**config.mk**
```make
export PLATFORM = sky130hd
export DESIGN_NAME = id_ex_operand_stage
export DESIGN_NICKNAME = d
export VERILOG_FILES = /design/src/rtl/rv_pipe_pkg.sv /design/src/rtl/operand_fwd_mux.sv /design/src/rtl/id_ex_operand_stage.sv
export SDC_FILE = /design/constraint.sdc
export NUM_CORES = 1
export LEC_CHECK = 0
export BUFFER_PORTS_ARGS = -buffer_cell sky130_fd_sc_hd__buf_4
export CAP_MARGIN = 20
export CORE_AREA = 2 2 188 190
export DETAILED_ROUTE_END_ITERATION = 10
export DIE_AREA = 0 0 190 192
export PLACE_DENSITY_LB_ADDON = 0.05
export SETUP_SLACK_MARGIN = 0.02
export SYNTH_ARGS = -nofsm -noshare
export SYNTH_HDL_FRONTEND = slang
export SYNTH_HIERARCHICAL = 1
export SYNTH_SLANG_ARGS = --single-unit
```
**constraint.sdc**
```tcl
create_clock -name clk -period 3.09 [get_ports clk]
set_clock_uncertainty 0.2 [all_clocks]
set_input_delay 0.4635 -clock clk [delete_from_list [all_inputs] [get_ports clk]]
set_output_delay 0.4635 -clock clk [all_outputs]
set_load 0.02 [all_outputs]
```
**src/rtl/rv_pipe_pkg.sv**
```systemverilog
// Shared types for the RV32I pipeline: widths, forward-source bundle, ID/EX payload.
package rv_pipe_pkg;
  localparam int XLEN     = 32;
  localparam int REGIDX_W = 5;
  localparam int CTRL_W   = 16;

  typedef enum logic [1:0] {FWD_GPR, FWD_EX, FWD_MEM, FWD_WB} fwd_sel_t;

  // One in-flight producer as seen by the operand stage
  typedef struct packed {
    logic                valid;
    logic                we;
    logic [REGIDX_W-1:0] rd;
    logic                rdy;
    logic [XLEN-1:0]     data;
  } fwd_src_t;

  // Contents of the ID/EX pipeline register
  typedef struct packed {
    logic [XLEN-1:0]     pc;
    logic [XLEN-1:0]     imm;
    logic [XLEN-1:0]     rs1_data;
    logic [XLEN-1:0]     rs2_data;
    logic [REGIDX_W-1:0] rs1;
    logic [REGIDX_W-1:0] rs2;
    logic [REGIDX_W-1:0] rd;
    logic [CTRL_W-1:0]   ctrl;
  } id_ex_t;

  // A producer matches a source only if it really writes that (non-x0) register
  function automatic logic src_match(fwd_src_t s, logic [REGIDX_W-1:0] idx);
    return s.valid & s.we & (s.rd == idx) & (idx != '0);
  endfunction
endpackage

```
**src/rtl/operand_fwd_mux.sv**
```systemverilog
// Resolves one source operand: youngest matching producer wins, else GPR.
module operand_fwd_mux
  import rv_pipe_pkg::*;
(
  input  logic [REGIDX_W-1:0] idx,
  input  logic [XLEN-1:0]     gpr_data,
  input  fwd_src_t            ex_src,
  input  fwd_src_t            mem_src,
  input  fwd_src_t            wb_src,
  output logic [XLEN-1:0]     data,
  output fwd_sel_t            sel,
  output logic                hazard
);

  // Priority EX > MEM > WB > GPR; the deciding source alone sets the hazard
  always_comb begin
    sel    = FWD_GPR;
    data   = gpr_data;
    hazard = 1'b0;
    if (src_match(ex_src, idx)) begin
      sel    = FWD_EX;
      data   = ex_src.data;
      hazard = ~ex_src.rdy;
    end else if (src_match(mem_src, idx)) begin
      sel    = FWD_MEM;
      data   = mem_src.data;
      hazard = ~mem_src.rdy;
    end else if (src_match(wb_src, idx)) begin
      sel    = FWD_WB;
      data   = wb_src.data;
      hazard = ~wb_src.rdy;
    end
  end

endmodule

```
**src/rtl/id_ex_operand_stage.sv**
```systemverilog
// Operand resolution, hazard stall/bubble control and the ID/EX register.
module id_ex_operand_stage
  import rv_pipe_pkg::*;
#(
  parameter int XLEN     = rv_pipe_pkg::XLEN,
  parameter int REGIDX_W = rv_pipe_pkg::REGIDX_W,
  parameter int CTRL_W   = rv_pipe_pkg::CTRL_W
) (
  input  logic                clk,
  input  logic                rst_n,
  input  logic                id_valid,
  output logic                id_ready,
  input  logic [XLEN-1:0]     id_pc,
  input  logic [REGIDX_W-1:0] id_rs1,
  input  logic [REGIDX_W-1:0] id_rs2,
  input  logic [REGIDX_W-1:0] id_rd,
  input  logic                id_uses_rs1,
  input  logic                id_uses_rs2,
  input  logic [XLEN-1:0]     id_imm,
  input  logic [CTRL_W-1:0]   id_ctrl,
  output logic [REGIDX_W-1:0] gpr_rs1,
  output logic [REGIDX_W-1:0] gpr_rs2,
  input  logic [XLEN-1:0]     gpr_rs1_data,
  input  logic [XLEN-1:0]     gpr_rs2_data,
  input  logic                ex_fwd_valid,
  input  logic                ex_fwd_we,
  input  logic [REGIDX_W-1:0] ex_fwd_rd,
  input  logic                ex_fwd_rdy,
  input  logic [XLEN-1:0]     ex_fwd_data,
  input  logic                mem_fwd_valid,
  input  logic                mem_fwd_we,
  input  logic [REGIDX_W-1:0] mem_fwd_rd,
  input  logic                mem_fwd_rdy,
  input  logic [XLEN-1:0]     mem_fwd_data,
  input  logic                wb_fwd_valid,
  input  logic                wb_fwd_we,
  input  logic [REGIDX_W-1:0] wb_fwd_rd,
  input  logic                wb_fwd_rdy,
  input  logic [XLEN-1:0]     wb_fwd_data,
  input  logic                flush,
  input  logic                ex_ready,
  output logic                ex_valid,
  output logic [XLEN-1:0]     ex_pc,
  output logic [XLEN-1:0]     ex_imm,
  output logic [XLEN-1:0]     ex_rs1_data,
  output logic [XLEN-1:0]     ex_rs2_data,
  output logic [REGIDX_W-1:0] ex_rs1,
  output logic [REGIDX_W-1:0] ex_rs2,
  output logic [REGIDX_W-1:0] ex_rd,
  output logic [CTRL_W-1:0]   ex_ctrl,
  output logic [31:0]         stall_count
);

  localparam int NUM_OPS = 2;

  fwd_src_t                         ex_src, mem_src, wb_src;
  logic [NUM_OPS-1:0][REGIDX_W-1:0] rs_idx;
  logic [NUM_OPS-1:0][XLEN-1:0]     gpr_data;
  logic [NUM_OPS-1:0][XLEN-1:0]     rs_data;
  fwd_sel_t                         rs_sel [NUM_OPS];
  logic [NUM_OPS-1:0]               rs_haz;
  logic [NUM_OPS-1:0]               rs_uses;
  logic                             stall, load_en;
  id_ex_t                           ex_q;

  assign gpr_rs1  = id_rs1;
  assign gpr_rs2  = id_rs2;
  assign rs_idx   = {id_rs2, id_rs1};
  assign gpr_data = {gpr_rs2_data, gpr_rs1_data};
  assign rs_uses  = {id_uses_rs2, id_uses_rs1};

  assign ex_src  = '{valid: ex_fwd_valid,  we: ex_fwd_we,  rd: ex_fwd_rd,  rdy: ex_fwd_rdy,  data: ex_fwd_data};
  assign mem_src = '{valid: mem_fwd_valid, we: mem_fwd_we, rd: mem_fwd_rd, rdy: mem_fwd_rdy, data: mem_fwd_data};
  assign wb_src  = '{valid: wb_fwd_valid,  we: wb_fwd_we,  rd: wb_fwd_rd,  rdy: wb_fwd_rdy,  data: wb_fwd_data};

  for (genvar i = 0; i < NUM_OPS; i++) begin : g_op
    operand_fwd_mux u_mux (
      .idx      (rs_idx[i]),
      .gpr_data (gpr_data[i]),
      .ex_src   (ex_src),
      .mem_src  (mem_src),
      .wb_src   (wb_src),
      .data     (rs_data[i]),
      .sel      (rs_sel[i]),
      .hazard   (rs_haz[i])
    );

    // Falling through to the register file must pass the GPR value unchanged
    a_gpr_pass: assert property (@(posedge clk) disable iff (!rst_n)
      (rs_sel[i] == FWD_GPR) |-> (rs_data[i] == gpr_data[i]));
  end

  // Only sources the instruction actually reads may hold it in ID
  assign stall   = id_valid & |(rs_uses & rs_haz);
  assign load_en = ex_ready | ~ex_valid;
  // flush always drains ID; otherwise ID moves only into a free, non-stalled register
  assign id_ready = flush | (load_en & ~stall);

  // ID/EX register: flush > hold > bubble > capture > empty
  always_ff @(posedge clk or negedge rst_n) begin
    if (!rst_n) begin
      ex_valid <= 1'b0;
      ex_q     <= '0;
    end else if (flush) begin
      ex_valid <= 1'b0;
    end else if (load_en) begin
      if (stall) begin
        ex_valid <= 1'b0;
      end else if (id_valid) begin
        ex_valid <= 1'b1;
        ex_q     <= '{pc: id_pc, imm: id_imm, rs1_data: rs_data[0], rs2_data: rs_data[1],
                      rs1: id_rs1, rs2: id_rs2, rd: id_rd, ctrl: id_ctrl};
      end else begin
        ex_valid <= 1'b0;
      end
    end
  end

  // Saturating count of cycles lost to unresolved hazards
  always_ff @(posedge clk or negedge rst_n) begin
    if (!rst_n) stall_count <= '0;
    else if (stall && !flush && stall_count != '1) stall_count <= stall_count + 32'd1;
  end

  assign ex_pc       = ex_q.pc;
  assign ex_imm      = ex_q.imm;
  assign ex_rs1_data = ex_q.rs1_data;
  assign ex_rs2_data = ex_q.rs2_data;
  assign ex_rs1      = ex_q.rs1;
  assign ex_rs2      = ex_q.rs2;
  assign ex_rd       = ex_q.rd;
  assign ex_ctrl     = ex_q.ctrl;

endmodule

```
==> results of run 1 <==
routing by layer:
metal  vias up  part of all wire, %
met2       378                   49
met5         -                0.063
li1       4533                    -
met3        51                  7.9
met4         4                  2.1
met1      4833                   41
area by class of cell:
cell class | count | area [µm²] | share of cell area (%)
Multi-Input combinational cell | 677 | 5313 | 33.72
Sequential cell | 192 | 4805 | 30.50
Tap cell | 455 | 569.3 | 3.614
Inverter | 10 | 37.54 | 0.2383
Timing Repair Buffer | 563 | 4422 | 28.07
Antenna cell | 1 | 2.502 | 0.01588
Clock buffer | 18 | 429.2 | 2.724
Clock inverter | 14 | 176.4 | 1.120
state kept, by name (all words and copies together), names as in the netlist:
register	flops
ex_imm	32
ex_pc	32
ex_rs1_data	32
ex_rs2_data	32
stall_count	32
ex_ctrl	16
ex_rd	5
ex_rs1	5
ex_rs2	5
ex_valid	1
cell usage in the layout (no fill, tap or decap), types with 16 or more instances in the layout:
cell       count
dfrtp_1      192
a211oi_2      22
and4_2        29
nor2_1        16
o21ai_0       70
mux2_2       160
xor2_1        37
nand2_1       84
a211oi_1      42
nand3_1       18
clkbuf_16     17
o21ai_1       62
and4_1        39
buf_4        545
critical path, cell delays in order:
cell and delay [ns]:
buf_4 0.15, xor2_1 0.17, nor4_2 0.29, buf_4 0.17, and3_4 0.19, nor3_2 0.05
a2bb2oi_1 0.15, a22oi_2 0.31, nor2_2 0.07, nor2_1 0.13, buf_4 0.16
power by group:
part	total [W]	internal [W]	switching, W	leakage (nW)
clock network	0.00235	0.00129	0.00106	0.292
registers	0.00315	0.00293	0.000220	2.32
logic	0.00249	0.00124	0.00125	4.63
per-stage QoR:
step           hold WS [ns]     TNS, ns  setup slack [ns]
5_1_grt             0.01607  -0.0002540        -0.0002540
2_1_floorplan      -0.03209    -0.01467         -0.007341
3_5_place_dp         0.2942      -68.47           -0.4335
4_1_cts            0.004408           0           0.01134
6_report            0.03348           0            0.1144
3_3_place_gp         0.2884      -70.60           -0.4182
path summary, 6_finish.rpt:
kind                                 from              end  depth (start not counted)
max reg2reg                stall_count[8]  stall_count[17]                          5
max in group asynchronous           rst_n  stall_count[28]                          3
min in group asynchronous           rst_n       ex_imm[19]                          2
max                             id_rs1[0]         id_ready                         11
min                           id_ctrl[12]      ex_ctrl[12]                          2
min reg2reg                     ex_rs2[2]        ex_rs2[2]                          1
timing repair:
| item | CTS | global route |
|---|---|---|
| pin swaps | 1 | 11 |
| resized for setup | 3 | 21 |
| gates cloned | 0 | 0 |
| setup endpoints to repair | 1 | 44 |
| hold endpoints to repair | 63 | 0 |
| hold buffers | 1 | 0 |
| buffers inserted | 1 | 2 |
==> summary.txt, run 1 <==
Outcome
  – Status: finished, final reports clean

Placed design
  – # placed instances: 1893
  – Port-buffer cells: 488
  – HPWL after detailed placement: 32.04 mm
  – Dpl cell area: 15010 µm²
  – GP Congestion: 0.8449

Critical path
  – Crit path max fanout: 6
  – CP arrival: 2.31 ns
  – Worst setup EP type: primary output
  – Crit Path Category: in -> out
  – Worst EP required: 2.43 ns
  – CP Launch Type: primary input
  – R2r setup slk: 0.59 ns

Global route
  – Global Route met1 Usage: 29.02%
  – Total global-route track usage: 23.17%
  – Global route hottest layer: met2
  – Global-route wire length before repair: 62.66 mm
  – Largest net degree at the start of global routing: 71
  – Initial antenna violation count: 3
  – GR Util met2: 38.55%
  – GRT overflow: 0
  – M3 GR Usage: 6.158%
  – Vias in the first global route: 9934

Finish
  – Final core occ: 45.95%
  – Final Non-Filler Cells: 1930
  – Share of cells above drive strength 1: 56.24%
  – Syn-to-layout area delta: 50.29%
  – Number of fill cells in the layout: 3293
  – Post-route cell area: 15750 µm²
  – Nets: 1748

STA
  – Crit path time final: 2.976 ns
  – Worst-Margin Slew: 0.6526 ns
  – Slew HR: 56.49%
  – Slew Limit Fails: 0
  – Post-route clock period utilization: 96.30%
  – Fmax: 0.3361 GHz
  – Setup violators final: 0
  – Final Hold Fails: 0

Clocking
  – CTS root buf: clkbuf_16
  – Worst skew pair latency: 0.45 ns
  – Clk buf depth: 2
  – H-tree levels: 4
  – CTS Buf Count: 17
  – TritonCTS clock tree: done
  – Clock sinks: 192
  – Clk slew on worst S/H paths: 0.08 ns

Route
  – Vias: 9799
  – Via density per instance: 5.077
  – Routed Wire Length: 43.01 mm
  – First-pass DRT Iterations: 5
  – Routed Antenna Nets: 0
  – WL/cell: 22.28 µm
  – DRC violations left: 0
  – DRT iter0 DRCs: 667

Synth
  – Mean Syn Cell Area: 10.91 µm²
  – Gate Count Post-Synth: 961
  – Warnings, synthesis: 6
  – Syn nets: 1248
  – Mapped cell area: 10480 µm²

Die
  – Die W: 190 µm
  – Total core area: 34290 µm²
  – Die H: 192 µm
  – Die Area: 36480 µm²
  – IO Pins: 489
  – Initial Utilization: 30.57%
  – # rows: 68

Power
  – VDD IR-drop max: 390.5 µV
  – Leakage power: 7.243 nW
  – Tot Pwr: 0.007985 W
  – Pwr/cell area: 506.9 nW/µm²

Run
  – Max cap viols: 0

Min path
  – Tightest Hold Check Type: in -> reg
No activity file was read; power rests on OpenSTA's default activity.
==> run 2, diff against run 1 <==
--- a/config.mk
+++ b/config.mk
@@ -11,6 +11,7 @@
 export DETAILED_ROUTE_END_ITERATION = 10
 export DIE_AREA = 0 0 190 192
 export PLACE_DENSITY_LB_ADDON = 0.05
+export RECOVER_POWER = 50
 export SETUP_SLACK_MARGIN = 0.02
 export SYNTH_ARGS = -nofsm -noshare
 export SYNTH_HDL_FRONTEND = slang
==> run 2 against run 1 <==
Net effect:
- the flow now finishes with violations (max-capacitance violations, max-slew violations)
- core utilization down 1.2 points
- via count grew 0.12%
- die area did not move
==> summary.txt, run 2 (synthesized netlist as in run 1, its figures left out) <==
Min path
  – Hold Path Origin: id_ctrl[12]
  – Hold EP: ex_ctrl[12]
  – Hold path cells: 2
  – Tightest Hold Check Type: in -> reg

Route
  – Via density per instance: 5.083
  – WL/cell: 22.28 µm
  – DRC violations left: 0
  – First-pass DRT Iterations: 5
  – DRT iter0 DRCs: 579
  – Routed Antenna Nets: 0
  – Vias: 9811
  – Routed Wire Length: 43.00 mm

STA
  – Post-route clock period utilization: 95.80%
  – Slew HR: -33.98%
  – Hold slack: 0.03351 ns
  – Worst-Margin Slew: 2.010 ns
  – Crit path time final: 2.960 ns
  – Fmax: 0.3378 GHz
  – Setup violators final: 0
  – Slew Limit Fails: 68
  – Final Hold Fails: 0

Clocking
  – Clk buf depth: 2
  – Clk slew on worst S/H paths: 0.08 ns
  – CTS root buf: clkbuf_16
  – TritonCTS clock tree: done
  – Worst skew pair latency: 0.45 ns
  – CTS Buf Count: 17
  – Clock sinks: 192
  – H-tree levels: 4

Critical path
  – CP most frequent cell: buf_4
  – Crit Path Category: in -> out
  – CP Launch Type: primary input
  – CP arrival: 2.30 ns
  – Max stage delay on crit path: 0.31 ns
  – Worst r2r src: stall_count[8]
  – Worst setup EP type: primary output
  – Worst EP required: 2.43 ns
  – CP Cell Sequence: buf_4 -> xor2_1 -> nor4_2 -> buf_4 -> and3_4 -> nor3_2 -> a2bb2oi_1 -> a22oi_2 -> nor2_2 -> nor2_1 -> buf_4
  – Worst-case reg-to-reg path depth: 5
  – Crit path max fanout: 6
  – R2r endpoint: stall_count[17]
  – Slowest stage cell on the critical path: a22oi_2
  – R2r setup slk: 0.59 ns

Die
  – Initial Utilization: 30.57%
  – Die W: 190 µm
  – Total core area: 34290 µm²
  – IO Pins: 489
  – Die Area: 36480 µm²
  – # rows: 68
  – Die H: 192 µm

Power
  – Pwr/cell area: 506.3 nW/µm²
  – VDD IR-drop max: 391.6 µV
  – Leakage power: 6.859 nW

Finish
  – Commonest non-fill, non-tap cell in the layout: buf_4
  – Share of cells above drive strength 1: 49.19%
  – Nets: 1748
  – Number of fill cells in the layout: 3378
  – Final core occ: 44.76%
  – Final Non-Filler Cells: 1930
  – Commonest cells after routing, fill and taps aside: buf_4 (438), dfrtp_1 (192), mux2_2 (160)
  – Syn-to-layout area delta: 46.41%

Placed design
  – HPWL after detailed placement: 32.04 mm
  – # placed instances: 1893
  – GP Congestion: 0.8449
  – Port-buffer cells: 488

Global route
  – Total global-route track usage: 23.17%
  – Global-route wire length before repair: 62.66 mm
  – Vias in the first global route: 9934
  – GRT overflow: 0
  – Initial antenna violation count: 3
  – Largest net degree at the start of global routing: 71

Outcome
  – Status: complete, but fails checks
  – Violated checks: max-capacitance violations, max-slew violations

Run
  – Max cap viols: 1
==> run 2: cell types whose count changed in the layout (fill, tap and decap cells not counted), sizes merged <==
cell and change:
clkbuf +107, buf -107
==> run 2: critical path: cells and delay by family <==
family          cells  cell delay (ns)
compound gates      2             0.46
buf+inv             3             0.47
xor+xnor            1             0.17
simple gates        5             0.72
==> run 2: worst max-delay path by stage <==
stage / from / endpoint / slack [ns] / cells after the start
floorplan: id_rs1[4] / stall_count[25] / -0.007 / 11
global placement: id_rs2[3] / stall_count[28] / -0.42 / 14
detailed placement: ex_fwd_rd[3] / stall_count[25] / -0.43 / 13
CTS: ex_fwd_rd[3] / stall_count[26] / 0.01 / 15
global route: id_rs2[0] / stall_count[25] / -0.0001 / 14
finish: id_rs1[0] / id_ready / 0.13 / 11
==> run 2: stage by stage <==
step | total power (W) | setup slack (ns) | setup TNS, ns | instance area [µm²]
final | 0.007771 | 0.1299 | 0 | 15350
after floorplan | 0.004320 | -0.007341 | -0.01467 | 10500
after CTS | 0.008081 | 0.01134 | 0 | 15640
after global placement | 0.005675 | -0.4182 | -70.60 | 15010
after global routing | 0.008153 | -0.0001004 | -0.0001004 | 15350
after detailed placement | 0.005701 | -0.4335 | -68.47 | 15010
==> run 2: what timing repair did <==
action | in CTS | in global routing
endpoints found under the setup margin | 1 | 44
hold buffers | 1 | 0
gates resized for setup | 3 | 21
buffers inserted | 1 | 2
pin swaps | 1 | 11
hold endpoints to repair | 63 | 0
==> run 2: routing by layer <==
metal / GRT usage (%) / part of all wire [%]
met4: 8.140 / 2.2
met3: 6.158 / 7.8
met2: 38.55 / 49
met5: 0 / 0.063
met1: 29.02 / 41
==> run 2: power by group <==
group	switching (W)	internal (W)	leakage [nW]	total [W]
Combinational	0.00125	0.00103	4.25	0.00228
Clock	0.00106	0.00129	0.292	0.00235
Sequential	0.000214	0.00293	2.32	0.00314
Total	0.00252	0.00525	6.86	0.00777
==> run 2: final cells by class <==
type	instances	area [µm²]	share of cell area, %
tap	455	569.3	3.709
inverter	10	37.54	0.2446
antenna	1	2.502	0.01631
timing repair buffer	563	4015	26.16
multi-input combinational	677	5313	34.62
sequential	192	4805	31.31
clock inverter	14	176.4	1.150
clock buffer	18	429.2	2.796
